<file path="src/rtl/uart_rx_core.sv">
// 8N1 UART receiver: synchronizes the RX pin, finds the start edge and samples each bit at mid-bit.
// Good bytes are signalled with r_done_o; a low stop bit is signalled with frame_err_o.
module uart_rx_core #(
    parameter int SYNC_STAGES  = 2,
    parameter int MIN_BAUD_DIV = 4
) (
    input  logic        clk_i,
    input  logic        rst_i,
    input  logic        rx_en_i,
    input  logic [15:0] baud_div_i,
    input  logic        rx_pin_i,
    output logic [7:0]  rx_data_o,
    output logic        r_done_o,
    output logic        frame_err_o,
    output logic        busy_o
);

    typedef enum logic [1:0] {IDLE, START, DATA, STOP} state_t;

    state_t                 state;
    logic [SYNC_STAGES-1:0] sync;
    logic                   rx_s;
    logic                   rx_q;
    logic [15:0]            bd_lat;
    logic [15:0]            cnt;
    logic [2:0]             bit_idx;
    logic [7:0]             shreg;
    logic                   tick;
    logic                   bd_ok;
    logic                   start_det;

    assign rx_s      = sync[SYNC_STAGES-1];
    assign tick      = (cnt == 16'd0);
    assign bd_ok     = (baud_div_i >= 16'(MIN_BAUD_DIV));
    assign start_det = rx_en_i && bd_ok && rx_q && !rx_s;

    // Synchronizer and edge-detect flops reset to the idle (high) line level.
    always_ff @(posedge clk_i or posedge rst_i) begin
        if (rst_i) begin
            sync <= '1;
            rx_q <= 1'b1;
        end else begin
            sync <= {sync[SYNC_STAGES-2:0], rx_pin_i};
            rx_q <= rx_s;
        end
    end

    always_ff @(posedge clk_i or posedge rst_i) begin
        if (rst_i) begin
            state       <= IDLE;
            bd_lat      <= 16'd0;
            cnt         <= 16'd0;
            bit_idx     <= 3'd0;
            shreg       <= 8'd0;
            rx_data_o   <= 8'd0;
            r_done_o    <= 1'b0;
            frame_err_o <= 1'b0;
            busy_o      <= 1'b0;
        end else begin
            r_done_o    <= 1'b0;
            frame_err_o <= 1'b0;
            if (!rx_en_i) begin
                state  <= IDLE;
                busy_o <= 1'b0;
                cnt    <= 16'd0;
            end else begin
                case (state)
                    IDLE: begin
                        // First tick lands half a bit in, i.e. mid start bit.
                        if (start_det) begin
                            bd_lat <= baud_div_i;
                            cnt    <= (baud_div_i >> 1) - 16'd1;
                            state  <= START;
                            busy_o <= 1'b1;
                        end
                    end
                    START: begin
                        if (!tick) begin
                            cnt <= cnt - 16'd1;
                        end else if (rx_s) begin
                            state  <= IDLE;
                            busy_o <= 1'b0;
                        end else begin
                            cnt     <= bd_lat - 16'd1;
                            bit_idx <= 3'd0;
                            state   <= DATA;
                        end
                    end
                    DATA: begin
                        if (!tick) begin
                            cnt <= cnt - 16'd1;
                        end else begin
                            shreg[bit_idx] <= rx_s;
                            cnt            <= bd_lat - 16'd1;
                            if (bit_idx == 3'd7) begin
                                state <= STOP;
                            end else begin
                                bit_idx <= bit_idx + 3'd1;
                            end
                        end
                    end
                    STOP: begin
                        // Leaving at mid stop bit lets a back-to-back start edge be caught.
                        if (!tick) begin
                            cnt <= cnt - 16'd1;
                        end else begin
                            state  <= IDLE;
                            busy_o <= 1'b0;
                            if (rx_s) begin
                                rx_data_o <= shreg;
                                r_done_o  <= 1'b1;
                            end else begin
                                frame_err_o <= 1'b1;
                            end
                        end
                    end
                    default: begin
                        state  <= IDLE;
                        busy_o <= 1'b0;
                    end
                endcase
            end
        end
    end

endmodule

</file>
<file path="config.mk">
export PLATFORM = sky130hd
export DESIGN_NAME = uart_rx_core
export DESIGN_NICKNAME = d
export VERILOG_FILES = /design/src/rtl/uart_rx_core.sv
export SDC_FILE = /design/constraint.sdc
export NUM_CORES = 1
export LEC_CHECK = 0
export BUFFER_PORTS_ARGS = -buffer_cell sky130_fd_sc_hd__buf_4
export CORE_MARGIN = 2
export CORE_UTILIZATION = 65
export CTS_BUF_LIST = sky130_fd_sc_hd__clkbuf_8 sky130_fd_sc_hd__clkbuf_16
export DETAILED_ROUTE_END_ITERATION = 16
export PLACE_DENSITY_LB_ADDON = 0.25
export SKIP_LAST_GASP = 1
export SYNTH_ARGS = -nofsm -noshare
export SYNTH_HDL_FRONTEND = slang
export SYNTH_SLANG_ARGS = --single-unit
</file>
<file path="constraint.sdc">
create_clock -name clk_i -period 3.3 [get_ports clk_i]
set_input_delay 0.66 -clock clk_i [delete_from_list [all_inputs] [get_ports clk_i]]
set_output_delay 0.66 -clock clk_i [all_outputs]
set_load 0.05 [all_outputs]
</file>
==> impl_metrics.csv <==
group,metric,value,unit
floorplan,start_util,0.676,
floorplan,ioPinCount,31,
pwr,p_per_area,759,nW/µm²
clock_network,cts.reportedPaths.clkPinSlew,70,ps
sta,setup_ws,623,ps
sta,relSlewSlack,0.419,
clock_network,cts-root-buf,"clkbuf_8",
sta,fin_setup_tns,0,ps
setup_path,r2r_setup_slack,620,ps
sta,hold_viol,0,
place,place_congestion,0.913,
logic_synthesis,synth_fp_nets,429,
logic_synthesis,yosysMostFrequentCell,"nand2_1",
clock_network,cts_sinks,59,
global_routing,grt_pass1_wl,15400,µm
floorplan,num_rows,27,
global_routing,grt_pass1_vias,3076,
pwr,power,3.22,mW
logic_synthesis,synth-async-reset-ratio,1.00,
layout,layout.nets,461,
setup_path,critPathCaptureType,"flip-flop",
floorplan,die_area,6350,µm²
detailed_routing,viasPerCell,6.30,
logic_synthesis,yosys-top-cells-area,"dfrtp_1, mux2_2, nand2_1",
setup_path,cp_slowest_cell,"and4_1",
logic_synthesis,synth_cell_type_count,63,
floorplan,die_x,79.7,µm
detailed_routing,wl,9140,µm
logic_synthesis,yosysTopAreaCellShare,0.376,
run_status,status,"complete, no violations",
global_routing,grt.overflow.total,0,
sta,min_period_over_period,0.811,
floorplan,core_area,5510,µm²
clock_network,htreeDepth,3,
setup_path,critPathBufInv,2,
detailed_routing,drc,0,
layout,instances_no_fill,508,
detailed_routing,first_iter_violations,306,
layout,fillers,376,
clock_network,postCtsResizedCells,0,
layout,multi_input_area,2110,µm²
setup_path,worstPathCellList,"inv_1, ha_1, nor4b_2, and4_1, o21ai_2, a21oi_2, buf_4, a31oi_1, a211oi_1",
logic_synthesis,synth_edf_count,0,
sta,max_freq,374,MHz
logic_synthesis,yosysWarningCount,0,
logic_synthesis,synthFlopType,"dfrtp_1",
sta,setup_viol_count_final,0,
clock_network,cts_tree,"done",
layout,drive_gt1_frac,0.222,
floorplan,die_height,79.7,µm
logic_synthesis,synth.top_cells.by_count,"nand2_1, dfrtp_1, nor2_1",
logic_synthesis,avgSynthCellArea,9.33,µm²
clock_network,post_cts_buffers,0,
setup_path,slowest_delay,630,ps
clock_network,clk_latency,350,ps
detailed_routing,wl_per_cell,18.0,µm
detailed_routing,firstDrtPassIters,4,
sta,drv_slew,0,
sta,fin_crit,2680,ps
clock_network,clockBufferDepth,2,
pwr,power.leakage,1.90,nW
layout,seq_area,1480,µm²
global_routing,grt_util_all_layers,0.318,
place,io_buffers,30,
job,cap_violations,0,
logic_synthesis,syn-cell-area,3720,µm²
min_path,hp-class,"input pin to async pin",
logic_synthesis,synthCells,399,
logic_synthesis,synth-seq-cells,59,
clock_network,cts_hold_buf,0,
setup_path,crit_fanout,17,
layout,syn_to_final_growth,14.0,%
pwr,irDropWorstVdd,412,µV
logic_synthesis,yosysTopAreaCell,"dfrtp_1",
sta,rsz0062_at_grt,"no",
setup_path,path_class,"flip-flop to flip-flop",
layout,num_antenna_cells,0,
setup_path,cp.arrival,2920,ps
clock_network,cts_buffers,9,
place,preCtsSetupSlack,681,ps
place,hpwlAfterDp,6610,µm
detailed_routing,num_vias,3199,
place,placedCellCount,492,
setup_path,worstPathRequired,3550,ps
global_routing,grt_start_max_net_pins,60,
setup_path,cp_top_family,"simple AND/OR/NAND/NOR gates",
setup_path,startpoint_type,"flip-flop",
detailed_routing,ant_nets,0,
logic_synthesis,seq_area_frac_synth,0.398,
sta,finClkSkew,11.5,ps
sta,tightest_slew,864,ps
global_routing,antenna_found_initial,0,
-- sequential cells by signal (all words and copies together), names as in the netlist --
name         cells
bd_lat          16
bit_idx          3
busy_o           1
cnt             16
frame_err_o      1
r_done_o         1
rx_data_o        8
rx_q             1
shreg            8
state            2
sync             2
-- final cells by class --
type                       instances  area share
multi-input combinational        309       0.497
sequential                        59       0.349
timing repair buffer              36      0.0666
clock buffer                      10      0.0324
tap                               72      0.0212
clock inverter                     6      0.0192
inverter                          16      0.0142
-- cell usage in the layout (no fill, tap or decap), types with 3 or more instances in the layout --
cell / n
a21oi_1: 16
or4_1: 4
inv_1: 14
a221oi_1: 3
xnor2_1: 15
dfrtp_1: 56
a211o_1: 3
o41ai_1: 3
and3_1: 3
a211oi_1: 3
o211ai_1: 4
a31oi_1: 3
a21oi_2: 3
dfstp_2: 3
nand3_1: 10
mux2_2: 22
nor4_2: 3
nand2_1: 64
nor3b_1: 5
nor3_1: 11
xor2_1: 17
nand4_1: 5
buf_4: 35
o21ai_0: 11
o221ai_1: 4
nand2b_1: 3
or3_1: 3
clkbuf_8: 10
ha_1: 10
nor4_1: 5
nor2_1: 33
a32o_1: 7
-- power breakdown --
part           switching (mW)  internal, mW
Clock                   0.297         0.440
Combinational           0.781         0.577
Sequential              0.245         0.880
-- stage by stage --
stage / utilization / cell area, µm² / hold WS (ps)
2_1_floorplan: - / 3720 / 345
3_3_place_gp: 0.731 / 4020 / 346
3_5_place_dp: 0.731 / 4020 / 349
4_1_cts: 0.771 / 4240 / 359
5_1_grt: 0.771 / 4240 / 361
6_report: 0.771 / 4240 / 358
-- cells by family after synthesis --
| group | share of synthesized area |
|---|---|
| adders and majority gates | 0.0336 |
| buffers and inverters | 0.0353 |
| muxes | 0.0692 |
| DFF | 0.398 |
| and+or+nand+nor | 0.233 |
| AOI/OAI and AO/OA | 0.156 |
| xor gates and xnor gates | 0.0753 |
-- final timing paths --
check | end | depth (start not counted) | from
worst min-delay path | busy_o | 3 | rst_i
min in group clk_i | sync[1] | 0 | sync[0]
max in group asynchronous | rx_q | 3 | rst_i
worst max-delay path | cnt[13] | 9 | cnt[0]
worst max register to register | cnt[13] | 9 | cnt[0]
worst min register to register | sync[1] | 0 | sync[0]
-- routing by layer --
layer	part of all wire	vias to the layer above	track usage
li1	-	1510	-
met1	0.43	1516	0.435
met2	0.47	146	0.497
met3	0.070	27	0.0588
met4	0.024	0	0.136
met5	0	-	0
-- worst reg2reg max path: cells and delay by family (launching register included) --
family | cells | cell delay (ps)
compound gates | 4 | 710
fa+ha+maj | 1 | 150
simple gates | 2 | 950
flops | 1 | 410
buf+inv | 2 | 370
No activity file was read; power rests on OpenSTA's default activity.
